### config.mk
export PLATFORM = sky130hd
export DESIGN_NAME = mul_shift_add_32
export DESIGN_NICKNAME = d
export VERILOG_FILES = /design/src/rtl/mul_shift_add_32.sv
export SDC_FILE = /design/constraint.sdc
export NUM_CORES = 1
export LEC_CHECK = 0
export ABC_AREA = 1
export BUFFER_PORTS_ARGS = -buffer_cell sky130_fd_sc_hd__buf_2
export CORE_MARGIN = 2
export CORE_UTILIZATION = 35
export CTS_CLUSTER_DIAMETER = 100
export DETAILED_ROUTE_END_ITERATION = 10
export GPL_TIMING_DRIVEN = 1
export SYNTH_ARGS = -nofsm -noshare
export SYNTH_HDL_FRONTEND = slang
export SYNTH_SLANG_ARGS = --single-unit
### constraint.sdc
create_clock -name clk -period 1.62 [get_ports clk]
set_input_delay 0.081 -clock clk [delete_from_list [all_inputs] [get_ports clk]]
set_output_delay 0.081 -clock clk [all_outputs]
set_load 0.01 [all_outputs]
### src/rtl/mul_shift_add_32.sv
// Multi-cycle unsigned WIDTHxWIDTH shift-add multiplier that borrows the shared
// external ripple adder for its one add per iteration; start/busy/done handshake.
module mul_shift_add_32 #(
    parameter int WIDTH = 32,
    parameter int CNT_W = 6
) (
    input  logic               clk,
    input  logic               rst_n,
    input  logic               start,
    input  logic [WIDTH-1:0]   a,
    input  logic [WIDTH-1:0]   b,
    output logic               busy,
    output logic               done,
    output logic [2*WIDTH-1:0] product,
    output logic [WIDTH-1:0]   add_a,
    output logic [WIDTH-1:0]   add_b,
    input  logic [WIDTH:0]     add_s
);

    typedef enum logic [1:0] {
        IDLE = 2'd0,
        RUN  = 2'd1,
        DONE = 2'd2
    } state_t;

    state_t state;
    state_t state_nxt;

    logic [WIDTH-1:0] hi;
    logic [WIDTH-1:0] lo;
    logic [WIDTH-1:0] mcand;
    logic [CNT_W-1:0] cnt;
    logic             last_iter;
    logic [WIDTH-1:0] hi_nxt;
    logic [WIDTH-1:0] lo_nxt;

    // The carry out lands in hi's MSB through the shift, so nothing is ever lost.
    assign hi_nxt    = add_s[WIDTH:1];
    assign lo_nxt    = {add_s[0], lo[WIDTH-1:1]};
    assign last_iter = (cnt == CNT_W'(WIDTH - 1));

    assign add_a = hi;
    assign add_b = lo[0] ? mcand : '0;

    assign busy = (state == RUN);
    assign done = (state == DONE);

    always_ff @(posedge clk or negedge rst_n) begin
        if (!rst_n) begin
            state <= IDLE;
        end else begin
            state <= state_nxt;
        end
    end

    always_comb begin
        state_nxt = state;
        case (state)
            IDLE:    if (start) state_nxt = RUN;
            RUN:     if (last_iter) state_nxt = DONE;
            DONE:    state_nxt = IDLE;
            default: state_nxt = IDLE;
        endcase
    end

    always_ff @(posedge clk or negedge rst_n) begin
        if (!rst_n) begin
            hi      <= '0;
            lo      <= '0;
            mcand   <= '0;
            cnt     <= '0;
            product <= '0;
        end else begin
            case (state)
                IDLE: begin
                    if (start) begin
                        mcand <= a;
                        lo    <= b;
                        hi    <= '0;
                        cnt   <= '0;
                    end
                end
                RUN: begin
                    hi  <= hi_nxt;
                    lo  <= lo_nxt;
                    cnt <= cnt + CNT_W'(1);
                    if (last_iter) begin
                        product <= {hi_nxt, lo_nxt};
                    end
                end
                default: ;
            endcase
        end
    end

endmodule
After elaboration in Yosys (flattened, before gate mapping)
Index checks and enable logic that the tools add are counted.
Word-level totals
  register bits: 168
  output and inout bits: 130
Operators by class
  add/subtract/negate cells: 1
  eq/ne operators: 5
  mux-type cells: 10
  reduce and logical (&&, ||, !) cells: 6
Operator list (count)
  32-bit one-hot mux with 2 select lines: 2
  32-bit 2-to-1 mux: 3
  6-bit one-hot mux with 2 select lines: 1
  2-bit AND reduction: 4
  6-bit by 1-bit adder with 6-bit output (second input constant): 1
  6-bit by 5-bit equality test with 1-bit output (second input constant): 1
  6-bit 2-to-1 mux: 1
  2-bit 2-to-1 mux: 2
  2-bit one-hot mux with 2 select lines: 1
  2-bit by 1-bit equality test with 1-bit output (second input constant): 1
  2-bit equality test (second input constant): 1
  2-bit logical NOT: 1
  2-bit by 1-bit != test with 1-bit output (second input constant): 1
  2-bit != test (second input constant): 1
  2-bit nonzero test: 1

Depth between registers and ports, before layout
  depth after elaboration: 3
  depth in mapped cells: 8

Least setup slack after synthesis
OpenSTA, ideal clock, no wires.
  path kind: register to register
  start: register cnt[0]
  end: register product[0]
  library setup time: 117 ps
  arrival: 1235 ps
  setup slack: 268 ps
  stages on the path, launching flop included: 9
  cell sequence: dfrtp_1 -> ha_1 -> nand3_1 -> nor2_2 -> nand2_1 -> buf_4 -> buf_6 -> nand2_1 -> nand2_1
Between the ends
  cells in the longest elaborated chain, start to end: 2
Ends and longest elaborated chain
  start: declaration: line 32  | logic [CNT_W-1:0] cnt;
  start signal: assignment: line 86  | cnt <= cnt + CNT_W'(1);
  6-bit by 5-bit equality test with 1-bit output: line 40  | assign last_iter = (cnt == CNT_W'(WIDTH - 1));
  2-bit AND reduction (no line)
  end signal: assignment: line 88  | product <= {hi_nxt, lo_nxt};
  end: declaration: line 14  | output logic [2*WIDTH-1:0] product,
No other way between the ends.
A chain may end at the register's enable or synchronous reset.

Final worst setup path
  start: register state[0]
  end: output port busy
Between the ends
  cells in the longest elaborated chain, start to end: 1
Ends and longest elaborated chain
  start: declaration: line 26  | state_t state;
  start signal: assignment: line 52  | state <= state_nxt;
  2-bit by 1-bit equality test with 1-bit output: line 45  | assign busy = (state == RUN);
  end: declaration: line 12  | output logic busy,
No other way between the ends.

==> metrics.txt <==
vias in the first global route=6,454; crit path kind=register to primary output; CTS root buf=clkbuf_16; met2 WL post-DR=9310 µm; post-synth top area share=58.3%; max-slew violations=0; vias=6,628; syn nets=993; Initial Util=35.7%; share of layout cells above drive strength 1=23.6%; Layout Skew=0.00904 ns; Setup crit end=busy; Multi-input gate area=2500 µm²; crit path DAT=1.45 ns; worst path required time=1.54 ns; Overall Power=17.1 mW; Buf/Inv on CP=3; net count reported at finish=1,308; PwrDens=1670 nW/µm²; Buffers on Ports=229; delay-heaviest family, CP=buffers and inverters; Min Clock Period, post-route=1.53 ns; reg2reg end=product[48]; clock-pin slew on the worst setup and hold paths=0.06 ns; Worst path slowest cell=dfrtp_2; max incr delay on CP=0.42 ns; count of cell types in the netlist=19; Num CTS Buffers=17; post-route ant nets=0; sequential cell area=4210 µm²; period utilisation layout=94.7%; Leakage=5.81 nW; die width=148 µm; r2r startpoint=cnt[0]; clk sink count=168; highest metal used=met4; die area=21,800 µm²; Synth area leader=dfrtp_1; post-DP HPWL=12,600 µm; Tot GR Track Use=18.2%; grt ovf=0; Setup crit end kind=primary output; RSZ-0062 raised after global routing=true; highest clock rate=0.652 GHz; Worst R2R Path Depth=7; cell count after synthesis=892; initial antenna violation count=0; critical path depth=4; TritonRoute pass-1 iters=5; chip height=148 µm; setup repair bufs after CTS=0; Max Fanout on Critical Path=24; commonest cells after routing, fill and taps aside=nand2_1 (500), buf_2 (228), dfrtp_1 (167); worst path cell trace=inv_2, nor2_4, buf_12, buf_2; Rel. slew slack=69.4%; most common cell after layout, fill and taps aside=nand2_1; Synth Cell Area=7210 µm²; Clock Latency Late Sink=0.41 ns; CP startpoint kind=register; # fillers=1,933; CTS tree=done; final hold violations=0; met3 wire length=946 µm; RD Place Congestion=0.773; H-tree depth=4; # IOs=230; final WL=20,000 µm; WHS=0.0379 ns; Synth warnings=0; status=finished clean; CTS Buffer Depth=2; measured slew at the worst slew-check pin=0.458 ns; HP Class=input pin to register; Setup crit start=state[0]; largest net degree at the start of global routing=66; synth top area cells=dfrtp_1 (58%), nand2_1 (26%), nand3_1 (4.8%); Placeable Area=20,200 µm²; final setup vio count=0; Initial DRC Count=316; Synth Area per Inst=8.09 µm²; Peak VDD IR=0.765 mV; antenna cells=0; DRC=0; Reg2Reg Setup Slack=0.13 ns; Cell Rows=52; Max Cap Viol=0; routed length on met1=9330 µm; sequential area share after synthesis=58.3%; global-route wire length before repair=31,800 µm; vias per cell=4.45; Area Growth Syn to Fin=42.0%; WL/cell=13.5 µm; Yosys reg bits=168
-- registers in the layout, indices dropped and copies added, names as in the netlist --
signal,flops
add_a,32
cnt,6
lo,32
mcand,32
product,64
state,2
-- routing by layer --
metal / up-vias / global-route usage (%)
li1: 3344 / -
met1: 3066 / 24.4
met2: 185 / 29.4
met3: 33 / 3.40
met4: 0 / 7.26
met5: - / 0
-- final cells by class --
class	instances	area share, %
Multi-Input combinational cell	614	24.4
Inverter	58	2.13
Clock buffer	24	4.51
Sequential cell	168	41.1
Tap cell	270	3.30
Timing Repair Buffer	348	23.6
Clock inverter	8	0.953
-- kinds of logic (layout without fill, tap and decap cells) --
group           count (synthesis)  count (layout)  synth area share (%)
simple gates                  577             577                  31.4
buf+inv                       110             438                  7.56
compound gates                 36              36                  2.58
fa+ha+maj                       1               1                 0.173
flops                         168             168                  58.3
-- cell usage after synthesis, drive strengths merged --
cell	count
o21ai	35
nand3	70
ha	1
nand2	501
clkbuf	14
dfrtp	168
nand4	1
buf	38
nor2	5
inv	58
o211ai	1
-- worst min path at each step --
stage | cells past startpoint | startpoint | slack [ns] | end
2_1_floorplan | 0 | rst_n | -0.21 | add_a[0]
3_3_place_gp | 1 | rst_n | 0.06 | mcand[25]
3_5_place_dp | 1 | rst_n | 0.06 | mcand[30]
4_1_cts | 5 | b[2] | 0.002 | lo[2]
5_1_grt | 5 | b[2] | 0.03 | lo[2]
6_report | 5 | b[2] | 0.04 | lo[2]
-- metrics by stage --
step | utilization (%) | worst slack (ns) | area [µm²] | setup TNS, ns | instances
6_report | 50.6 | 0.0851 | 10200 | 0 | 1490
5_1_grt | 50.6 | -0.00701 | 10200 | -0.00701 | 1490
4_1_cts | 50.4 | 0.00103 | 10200 | 0 | 1489
3_5_place_dp | 42.8 | 0.118 | 8660 | 0 | 1361
3_3_place_gp | 42.8 | 0.164 | 8660 | 0 | 1361
2_1_floorplan | - | 0.268 | 7210 | 0 | 892
-- worst register-to-register path, delay by kind of cell (launching register included) --
kind,cells,cell delay (ns)
buffers and inverters,1,0.19
flip-flops,1,0.44
adder cells (fa/ha/maj),1,0.17
AND/OR/NAND/NOR,5,0.58
-- where the power goes --
group / internal [mW] / total (mW) / switching, mW / leakage, nW
registers: 5.97 / 7.03 / 1.05 / 2.04
logic: 2.44 / 6.19 / 3.75 / 3.51
clock network: 2.31 / 3.90 / 1.59 / 0.264
total: 10.7 / 17.1 / 6.39 / 5.81
-- repair_timing --
| action | in CTS | in global routing |
|---|---|---|
| pin swaps | 0 | 2 |
| gates cloned | 0 | 1 |
| hold buffers | 96 | 0 |
| hold endpoints to repair | 229 | 0 |
| endpoints found under the setup margin | 1 | 65 |
| resized for setup | 2 | 6 |
Power figures use the tool's default switching activity.
